<file path="config.mk">
export PLATFORM = sky130hd
export DESIGN_NAME = melody_sequencer
export DESIGN_NICKNAME = d
export VERILOG_FILES = /design/src/rtl/melody_pkg.sv /design/src/rtl/tone_divider.sv /design/src/rtl/melody_sequencer.sv
export SDC_FILE = /design/constraint.sdc
export NUM_CORES = 1
export LEC_CHECK = 0
export CAP_MARGIN = 20
export CORE_MARGIN = 4
export CORE_UTILIZATION = 25
export DETAILED_ROUTE_END_ITERATION = 8
export GPL_TIMING_DRIVEN = 0
export SLEW_MARGIN = 20
export SYNTH_ARGS = -nofsm -noshare
export SYNTH_HDL_FRONTEND = slang
export SYNTH_SLANG_ARGS = --single-unit
</file>
<file path="constraint.sdc">
create_clock -name i_clock_in -period 5.75 [get_ports i_clock_in]
set_input_delay 1.725 -clock i_clock_in [delete_from_list [all_inputs] [get_ports i_clock_in]]
set_output_delay 1.725 -clock i_clock_in [all_outputs]
set_load 0.005 [all_outputs]
</file>
<file path="src/rtl/melody_pkg.sv">
// Shared definitions for the melody sequencer: entry layout, note codes,
// tone divisor table and the sequencer state encoding.
package melody_pkg;

    localparam int NOTE_W  = 4;
    localparam int DUR_W   = 10;
    localparam int ENTRY_W = NOTE_W + DUR_W;
    localparam int DIV_W   = 18;
    localparam int SONG_LEN = 16;

    localparam logic [NOTE_W-1:0] NOTE_REST = 4'd0;
    localparam logic [NOTE_W-1:0] NOTE_C4   = 4'd1;
    localparam logic [NOTE_W-1:0] NOTE_D4   = 4'd2;
    localparam logic [NOTE_W-1:0] NOTE_E4   = 4'd3;
    localparam logic [NOTE_W-1:0] NOTE_F4   = 4'd4;
    localparam logic [NOTE_W-1:0] NOTE_G4   = 4'd5;
    localparam logic [NOTE_W-1:0] NOTE_A4   = 4'd6;
    localparam logic [NOTE_W-1:0] NOTE_B4   = 4'd7;

    // Index 0 is the rest slot; codes 8..15 also map to rest.
    localparam logic [7:0][DIV_W-1:0] DIV_TABLE = {
        18'd101239, 18'd113636, 18'd127551, 18'd143172,
        18'd151685, 18'd170265, 18'd191110, 18'd0
    };

    typedef enum logic [2:0] {
        S_IDLE,
        S_FETCH,
        S_PLAY,
        S_GAP,
        S_ADV,
        S_DONE
    } state_t;

    function automatic logic is_tone(input logic [NOTE_W-1:0] note);
        return (note[3] == 1'b0) && (note[2:0] != 3'd0);
    endfunction

    function automatic logic [DIV_W-1:0] note_divisor(input logic [NOTE_W-1:0] note);
        return is_tone(note) ? DIV_TABLE[note[2:0]] : '0;
    endfunction

endpackage

</file>
<file path="src/rtl/tone_divider.sv">
// Programmable square-wave generator: counts 0..D-1 while enabled and drives
// the output high for the first D/2 counts. Output is registered.
module tone_divider
    import melody_pkg::*;
(
    input  logic             i_clk,
    input  logic             i_rst_n,
    input  logic             i_clr,
    input  logic             i_en,
    input  logic [DIV_W-1:0] i_divisor,
    output logic             o_wave
);

    localparam logic [DIV_W-1:0] ONE = DIV_W'(1);

    logic [DIV_W-1:0] r_cnt;
    logic             r_wave;
    logic [DIV_W-1:0] w_half;
    logic             w_last;

    assign w_half = i_divisor >> 1;
    // >= rather than == so a smaller divisor can never strand the counter
    assign w_last = (r_cnt >= (i_divisor - ONE));
    assign o_wave = r_wave;

    // Phase counter and registered wave; output forced low when not enabled
    always_ff @(posedge i_clk or negedge i_rst_n) begin
        if (!i_rst_n) begin
            r_cnt  <= '0;
            r_wave <= 1'b0;
        end else if (i_clr) begin
            r_cnt  <= '0;
            r_wave <= 1'b0;
        end else if (i_en) begin
            r_wave <= (r_cnt < w_half);
            r_cnt  <= w_last ? '0 : (r_cnt + ONE);
        end else begin
            r_wave <= 1'b0;
        end
    end

endmodule

</file>
<file path="src/rtl/melody_sequencer.sv">
// Melody player: 16-entry song memory, 1 ms timebase and sequencing FSM
// driving one shared tone divider.
//
// state   | meaning
// --------+------------------------------------------------------------
// IDLE    | waiting for start; song memory writable
// FETCH   | latch entry[note_idx]; end marker -> DONE, else -> PLAY
// PLAY    | tone (or silence for rests) for dur ms
// GAP     | GAP_MS ms of silence after a tone
// ADV     | step note_idx (wraps 15 -> 0)
// DONE    | one-cycle done pulse; loop restarts at entry 0
module melody_sequencer
    import melody_pkg::*;
#(
    parameter int TICK_DIV  = 50000,
    parameter int GAP_MS    = 20,
    parameter int DIV_SHIFT = 0
) (
    input  logic               i_clock_in,
    input  logic               i_reset_n,
    input  logic               i_wr_en,
    input  logic [3:0]         i_wr_addr,
    input  logic [ENTRY_W-1:0] i_wr_data,
    input  logic               i_start,
    input  logic               i_stop,
    input  logic               i_loop,
    output logic               o_clock_out,
    output logic               o_busy,
    output logic               o_done,
    output logic [3:0]         o_note_idx
);

    localparam int TICK_W = (TICK_DIV > 1) ? $clog2(TICK_DIV) : 1;
    localparam logic [TICK_W-1:0] TICK_LAST = TICK_W'(TICK_DIV - 1);
    localparam logic [TICK_W-1:0] TICK_ONE  = TICK_W'(1);
    localparam logic [DUR_W-1:0]  GAP_LOAD  = DUR_W'(GAP_MS);
    localparam logic [DUR_W-1:0]  DUR_ONE   = DUR_W'(1);
    localparam logic              HAS_GAP   = (GAP_MS != 0);

    logic [ENTRY_W-1:0] r_mem [SONG_LEN];

    state_t             r_state;
    logic [3:0]         r_idx;
    logic [NOTE_W-1:0]  r_note;
    logic [DUR_W-1:0]   r_dur_cnt;
    logic [TICK_W-1:0]  r_tick_cnt;
    logic               r_busy;
    logic               r_done;

    logic [ENTRY_W-1:0] w_entry;
    logic               w_tick;
    logic               w_dur_last;
    logic               w_tone;
    logic               w_div_en;
    logic               w_div_clr;
    logic [DIV_W-1:0]   w_divisor;

    assign w_entry    = r_mem[r_idx];
    assign w_tick     = (r_tick_cnt == TICK_LAST);
    assign w_dur_last = (r_dur_cnt == DUR_ONE);
    assign w_tone     = is_tone(r_note);
    assign w_divisor  = note_divisor(r_note) >> DIV_SHIFT;
    assign w_div_clr  = (r_state == S_FETCH);
    // Enable drops on the cycle the note ends or is aborted, so the
    // registered wave is already low in the following GAP/IDLE cycle.
    assign w_div_en   = (r_state == S_PLAY) && w_tone && !i_stop &&
                        !(w_tick && w_dur_last);

    assign o_busy     = r_busy;
    assign o_done     = r_done;
    assign o_note_idx = r_idx;

    // Song memory: written only while idle, deliberately not reset
    always_ff @(posedge i_clock_in) begin
        if ((r_state == S_IDLE) && i_wr_en) begin
            r_mem[i_wr_addr] <= i_wr_data;
        end
    end

    // Millisecond timebase, restarted at every fetch so durations are exact
    always_ff @(posedge i_clock_in or negedge i_reset_n) begin
        if (!i_reset_n) begin
            r_tick_cnt <= '0;
        end else if (!r_busy || (r_state == S_FETCH) || w_tick) begin
            r_tick_cnt <= '0;
        end else begin
            r_tick_cnt <= r_tick_cnt + TICK_ONE;
        end
    end

    // Sequencing FSM with registered busy/done
    always_ff @(posedge i_clock_in or negedge i_reset_n) begin
        if (!i_reset_n) begin
            r_state   <= S_IDLE;
            r_idx     <= '0;
            r_note    <= '0;
            r_dur_cnt <= '0;
            r_busy    <= 1'b0;
            r_done    <= 1'b0;
        end else begin
            r_done <= 1'b0;
            if (i_stop && (r_state != S_IDLE)) begin
                r_state <= S_IDLE;
                r_busy  <= 1'b0;
            end else begin
                case (r_state)
                    S_IDLE: begin
                        if (i_start && !i_stop) begin
                            r_state <= S_FETCH;
                            r_idx   <= '0;
                            r_busy  <= 1'b1;
                        end
                    end
                    S_FETCH: begin
                        r_note    <= w_entry[ENTRY_W-1:DUR_W];
                        r_dur_cnt <= w_entry[DUR_W-1:0];
                        if (w_entry[DUR_W-1:0] == '0) begin
                            r_state <= S_DONE;
                            r_done  <= 1'b1;
                        end else begin
                            r_state <= S_PLAY;
                        end
                    end
                    S_PLAY: begin
                        if (w_tick) begin
                            if (w_dur_last) begin
                                if (w_tone && HAS_GAP) begin
                                    r_state   <= S_GAP;
                                    r_dur_cnt <= GAP_LOAD;
                                end else begin
                                    r_state <= S_ADV;
                                end
                            end else begin
                                r_dur_cnt <= r_dur_cnt - DUR_ONE;
                            end
                        end
                    end
                    S_GAP: begin
                        if (w_tick) begin
                            if (w_dur_last) begin
                                r_state <= S_ADV;
                            end else begin
                                r_dur_cnt <= r_dur_cnt - DUR_ONE;
                            end
                        end
                    end
                    S_ADV: begin
                        r_idx   <= r_idx + 4'd1;
                        r_state <= S_FETCH;
                    end
                    S_DONE: begin
                        if (i_loop) begin
                            r_state <= S_FETCH;
                            r_idx   <= '0;
                        end else begin
                            r_state <= S_IDLE;
                            r_busy  <= 1'b0;
                        end
                    end
                    default: begin
                        r_state <= S_IDLE;
                        r_busy  <= 1'b0;
                    end
                endcase
            end
        end
    end

    tone_divider u_tone_divider (
        .i_clk     (i_clock_in),
        .i_rst_n   (i_reset_n),
        .i_clr     (w_div_clr),
        .i_en      (w_div_en),
        .i_divisor (w_divisor),
        .o_wave    (o_clock_out)
    );

endmodule

</file>
==> key figures, run 1 <==
Yosys
  • Mapped Cells: 867
  • EDFF count, synth: 224
  • Synth top cells by count: edfxtp_1, nor2_1, nand2_1
  • Net Count, Synth: 936
  • Mapped Avg Cell Area: 14.73 sq um
  • Synth top area share: 52.66%
  • Synth unique cells: 60
  • Syn Std Cell Area: 12770 sq um
  • Top post-synthesis cells by area: edfxtp_1, dfrtp_1, mux4_2, ha_1, nor2_1
  • Async S/R FF share, synth: 20.57%
  • Synth Flop Type: edfxtp_1
  • #FFs+latches synth: 282
  • Yosys top cell by area: edfxtp_1
  • Seq/Total Area, Yosys: 64.02%
  • Synth Warn #: 0
  • Most common cell in the netlist: edfxtp_1

Pwr
  • Switching pwr: 1.776 mW
  • Seq pwr share: 42.4%
  • VDD IR-drop max: 0.3214 mV
  • Cell Pwr Density: 374.9 nW/um^2
  • Net Sw Frac: 31.31%
  • Gate power share: 26.1%
  • Clk pwr share: 31.6%
  • Leak: 5.206 nW
  • Cell internal pwr: 3.897 mW

Worst hold path
  • Hold Crit Class: reg -> reg

Worst setup path
  • CP Launch Type: register
  • Top delay family on crit path: simple AND/OR/NAND/NOR gates
  • CP Capture Type: register
  • Crit-path max cell delay: 0.51 ns
  • CP bufs+invs: 4
  • Crit-path max FO: 10
  • R2r setup slk: 1.24 ns
  • Critical-path cell list: inv_1 -> ha_1 -> clkbuf_1 -> or3b_2 -> a21o_1 -> ha_1 -> nand2_1 -> nor2_1 -> nand2_1 -> mux2i_1 -> ha_1 -> o211ai_1 -> a21oi_1 -> or4_1 -> o21ai_2 -> buf_4 -> buf_6 -> nand2_1 -> a31oi_1
  • CP max-delay cell: or3b_2
  • Worst EP required: 6.23 ns
  • Crit Path Category: reg -> reg
  • WP data arrival: 4.99 ns

GRT
  • Vias in the first global route: 7505
  • Initial antenna violation count: 1
  • Largest net degree at the start of global routing: 33
  • GRT Util Overall: 10.53%
  • GR Overflow Total: 0
  • First-pass GRT wire length: 44950 um

STA
  • Setup TNS: 0 ns
  • Period minus WS final: 4.513 ns
  • RSZ-0062 raised after global routing: no
  • Final Hold Violating Endpoints: 0
  • Final setup violation count: 0
  • Tcrit/Tclk final: 78.48%
  • Clock Skews: 0.04350 ns
  • Worst-Margin Slew: 0.8481 ns
  • Final worst setup slack: 1.237 ns
  • Max-slew violation count: 0
  • F_max: 221.6 MHz
  • Slew HR: 43.46%

Place
  • Quantity of I/O buffers inserted on ports: 30
  • Post-DP HPWL: 20620 um
  • DP Worst Slack: 1.108 ns
  • Final GP Congestion: 0.8156

CTS
  • Clock root cell: clkbuf_16
  • Clock buffer depth: 3
  • Clk slew on worst S/H paths: 0.06 ns
  • Post-CTS Setup Bufs: 0
  • CTS Sinks: 282
  • CTS H-tree lvls: 1
  • Clock latency on the worst-skew pair: 0.59 ns
  • TritonCTS clock tree: done
  • Hold Buf Count CTS: 0
  • Post-CTS Resized: 0
  • CTS Buf Count: 28

Flow run
  • Max cap viols: 0

Drt
  • Drt wl/cell: 17.82 um
  • Routed Wire Length: 29250 um
  • 1st-iter DRT viols: 714
  • Via density per instance: 4.744
  • Drt pass-1 iters: 5
  • Drt drc: 0
  • Final ANT Viol Nets: 0
  • Vias: 7790

Die
  • Num rows: 82
  • DIE HEIGHT: 234.0 um
  • Initial Util: 25.36%
  • Die area: 54770 sq um
  • Num ports: 31
  • Die width: 234.0 um
  • Core ar.: 50380 sq um

Layout
  • Fillers: 4978
  • Area Growth Syn to Fin: 18.45%
  • Net count, final: 1017
  • Layout cell share with drive strength beyond 1: 17.42%
  • Antenna diode count: 0
  • Layout Utilization: 30.04%

Status
  • Status: completed
cells by family (layout without fill, tap and decap cells):
| family | after synthesis | count (layout) | synth area share [%] |
|---|---|---|---|
| and+or+nand+nor | 252 | 252 | 9.688 |
| muxes | 66 | 66 | 11.26 |
| DFF | 282 | 282 | 64.02 |
| AOI/OAI and AO/OA | 149 | 149 | 7.435 |
| xor gates and xnor gates | 19 | 19 | 1.303 |
| adders and majority gates | 45 | 45 | 4.408 |
| buffers and inverters | 54 | 157 | 1.881 |
worst paths after layout:
kind	from	cells after the start	endpoint
max	r_note[0]	19	u_tone_divider.r_cnt[4]
min	r_tick_cnt[0]	1	r_tick_cnt[0]
max reg2reg	r_note[0]	19	u_tone_divider.r_cnt[4]
min reg2reg	r_tick_cnt[0]	1	r_tick_cnt[0]
max in group asynchronous	i_reset_n	2	r_dur_cnt[9]
min in group asynchronous	i_reset_n	1	r_tick_cnt[1]
layer usage:
metal / share of wire, % / vias to the layer above / GRT usage (%)
met5: 0.038 / - / 0
met4: 1.9 / 2 / 2.228
met3: 6.1 / 43 / 2.102
met2: 45 / 209 / 15.93
met1: 47 / 4004 / 15.73
li1: - / 3532 / -
registers in the layout, summed over array words and instances (netlist names), 3 cells and up:
| name | flops |
|---|---|
| o_note_idx | 4 |
| r_dur_cnt | 10 |
| r_mem | 224 |
| u_tone_divider.r_cnt | 18 |
| r_state | 3 |
| r_tick_cnt | 16 |
| r_note | 4 |
cells in the final DEF (no fill, tap or decap), types with 15 or more instances in the layout:
cell type	netlist	routed
dfrtp_1	58	58
a22oi_1	17	17
clkbuf_16	0	28
nand3_1	21	21
a21oi_1	44	44
ha_1	45	45
nor2_1	71	59
clkdlybuf4s50_1	0	29
nand2b_1	15	15
mux4_2	62	62
nand2_1	64	64
inv_1	18	18
edfxtp_1	224	224
o21ai_0	33	33
clkbuf_1	18	21
final cells by class:
| cell class | count | area [sq um] | share of cell area (%) |
|---|---|---|---|
| tap | 672 | 840.8 | 5.557 |
| sequential | 282 | 8178 | 54.05 |
| timing repair buffer | 51 | 561.8 | 3.713 |
| inverter | 19 | 71.32 | 0.4713 |
| multi-input combinational | 531 | 4412 | 29.16 |
| clock buffer | 31 | 711.9 | 4.705 |
| buffer | 35 | 168.9 | 1.116 |
| clock inverter | 21 | 186.4 | 1.232 |
through the flow:
stage               hold WS [ns]  instance area, sq um  std cells  power (mW)
floorplan                 0.4251                 12770        867       3.489
global placement          0.4438                 13910       1569       3.867
detailed placement        0.4497                 14230       1590       3.920
CTS                       0.4580                 15130       1642       5.721
global route              0.4766                 15130       1642       6.003
finish                    0.4517                 15130       1642       5.673
power by group through the flow:
stage	sequential [mW]	clock (mW)	combinational, mW
global route	2.41	1.92	1.67
finish	2.40	1.79	1.48
CTS	2.40	1.84	1.48
floorplan	2.42	0	1.07
global placement	2.44	0	1.42
detailed placement	2.45	0	1.47
worst reg2reg max path, delay by kind of cell, from the launching register on:
family,cells,cell delay [ns]
muxes,1,0.25
AOI/OAI and AO/OA,5,0.86
adders and majority gates,3,0.79
DFF,1,0.47
buffers and inverters,4,0.77
and+or+nand+nor,6,1.31
Power figures use the tool's default switching activity.
==> inputs of run 2 (changes only) <==
- clock period: 5.75 -> 4.1 ns (I/O delays scaled with it)
==> run 2 against run 1 <==
Maximum frequency up 15%. Clock power up 41%. First-iteration DRC count up 0.28%. Critical path depth down 1. Count of clock-buffer cells in the layout unchanged. Combinational power up 47%. Power up 42%. Final cell count up 0.55%. Global-route usage about the same. Sequential share of layout area down 0.36 points. Critical path type unchanged. Critical endpoint unchanged.
==> key figures, run 2 (synthesis gave the netlist of run 1 again) <==
Status
  • Status: completed

Pwr
  • Seq pwr share: 41.8%
  • Switching pwr: 2.522 mW
  • Net Sw Frac: 31.30%
  • Clk pwr share: 31.2%
  • Leak: 5.255 nW
  • VDD IR-drop max: 0.4519 mV
  • Cell Pwr Density: 528.8 nW/um^2
  • Gate power share: 27.0%
  • Cell internal pwr: 5.536 mW

Worst setup path
  • Crit Path Category: reg -> reg
  • FF-to-FF Start: r_note[1]
  • CP startpoint: r_note[1]
  • Worst EP required: 4.58 ns
  • Reg2reg path depth: 18
  • R2r setup slk: 0.19 ns
  • FF-to-FF End: u_tone_divider.r_cnt[4]
  • CP Launch Type: register
  • Worst setup path endpoint: u_tone_divider.r_cnt[4]
  • WP data arrival: 4.38 ns
  • CP Capture Type: register
  • Crit-path max FO: 10

CTS
  • CTS H-tree lvls: 1
  • Clk slew on worst S/H paths: 0.06 ns
  • CTS Sinks: 282
  • Hold Buf Count CTS: 0
  • Clock root cell: clkbuf_16
  • Clock latency on the worst-skew pair: 0.59 ns
  • CTS Buf Count: 28
  • TritonCTS clock tree: done
  • Clock buffer depth: 3

GRT
  • GRT Util Overall: 10.54%
  • Initial antenna violation count: 1
  • Vias in the first global route: 7536
  • Largest net degree at the start of global routing: 33
  • First-pass GRT wire length: 45000 um
  • GR Overflow Total: 0

Layout
  • Multi-input logic area: 4441 sq um
  • Design area: 15240 sq um
  • Top Registers: r_mem x224, u_tone_divider.r_cnt x18, r_tick_cnt x16
  • Layout cell share with drive strength beyond 1: 19.00%
  • Largest reg by FF count: r_mem
  • Largest register FFs: 224
  • Fillers: 4970
  • Most frequent cells in the layout: edfxtp_1, nand2_1, mux4_2, nor2_1, dfrtp_1
  • Commonest non-fill, non-tap cell in the layout: edfxtp_1
  • Layout Utilization: 30.25%
  • Sequential cell area: 8180 sq um
  • Net count, final: 1026
  • Antenna diode count: 0
  • Area Growth Syn to Fin: 19.29%

Worst hold path
  • Hold Crit Class: reg -> reg

Place
  • Post-DP HPWL: 20620 um
  • Quantity of I/O buffers inserted on ports: 30
  • Final GP Congestion: 0.8156
  • Post-DP Area: 14230 sq um
  • DP Worst Slack: -0.3681 ns

Die
  • Num ports: 31
  • Die area: 54770 sq um
  • Core ar.: 50380 sq um
  • Die width: 234.0 um
  • DIE HEIGHT: 234.0 um
  • Initial Util: 25.36%
  • Num rows: 82

Drt
  • Via density per instance: 4.724
  • Final ANT Viol Nets: 0
  • Vias: 7799
  • Routed Wire Length: 29490 um
  • Drt wl/cell: 17.86 um
  • Drt drc: 0
  • Drt pass-1 iters: 4
  • 1st-iter DRT viols: 716

STA
  • Period minus WS final: 3.907 ns
  • Clock Skews: 0.04252 ns
  • Max-slew violation count: 0
  • Slew HR: 43.81%
  • Setup TNS: 0 ns
  • F_max: 255.9 MHz
  • Final setup violation count: 0
  • Worst-Margin Slew: 0.8428 ns
  • Final worst setup slack: 0.1926 ns
  • Final Hold Violating Endpoints: 0
  • Tcrit/Tclk final: 95.30%

Flow run
  • Max cap viols: 0
[run 2: cell types whose count changed in the layout (fill, tap and decap cells not counted), moves of 2 or more]
cell and delta:
buf_4 +8, dfrtp_1 -2, dfrtp_2 +2, ha_1 -2
[run 2: timing repair]
action,4_1_cts,5_1_grt
gates resized for setup,6,5
cloned,0,1
endpoints found under the hold margin,0,0
buffers inserted,3,6
endpoints found under the setup margin,18,18
pin swaps,1,3
[run 2: how the worst min path moves through the flow]
stage	cells after the start	startpoint	slack, ns	endpoint
2_1_floorplan	1	r_tick_cnt[0]	0.43	r_tick_cnt[0]
3_3_place_gp	1	r_tick_cnt[0]	0.44	r_tick_cnt[0]
3_5_place_dp	1	r_tick_cnt[0]	0.45	r_tick_cnt[0]
4_1_cts	1	r_tick_cnt[0]	0.46	r_tick_cnt[0]
5_1_grt	1	r_tick_cnt[0]	0.48	r_tick_cnt[0]
6_report	1	r_tick_cnt[0]	0.45	r_tick_cnt[0]
[run 2: routing by layer]
metal | GRT usage (%) | wire [um] | vias to the layer above
li1 | - | - | 3548
met1 | 15.69 | 13870 | 3994
met2 | 16.00 | 13280 | 211
met3 | 2.102 | 1768 | 44
met4 | 2.228 | 563 | 2
met5 | 0 | 11 | -
[run 2: critical path, stage by stage (launching register included)]
cell      delay (ns)
dfrtp_2         0.42
inv_4           0.09
ha_2            0.21
or3b_2          0.46
a21o_1          0.21
ha_1            0.23
nand2_2         0.09
nor2_1          0.07
nand2_1         0.12
mux2i_1         0.24
ha_1            0.28
o211ai_1        0.18
a21oi_1         0.10
or4_4           0.44
o21ai_4         0.19
buf_6           0.16
buf_6           0.14
nand2_1         0.05
a31oi_1         0.16
[run 2: power by group through the flow]
stage               Sequential [mW]  Combinational [mW]  Clock (mW)
floorplan                      3.40                1.49           0
global placement               3.43                2.00           0
detailed placement             3.43                2.07           0
CTS                            3.37                2.12        2.57
global route                   3.38                2.45        2.70
finish                         3.36                2.18        2.52
[run 2: area by class of cell]
cell class	count	share of cell area, %
plain buffers	34	1.109
clock buffers	31	4.672
clock inverters	21	1.224
inverters	19	0.4845
multi-input cells	531	29.14
flip-flops and latches	282	53.69
well taps	672	5.518
repair buffers	61	4.163
[run 2: through the flow]
stage	cells	hold WS [ns]	total power, mW
final	1651	0.4538	8.058
after global routing	1651	0.4766	8.521
after CTS	1644	0.4580	8.062
after detailed placement	1590	0.4497	5.497
after global placement	1569	0.4438	5.423
after floorplan	867	0.4251	4.893
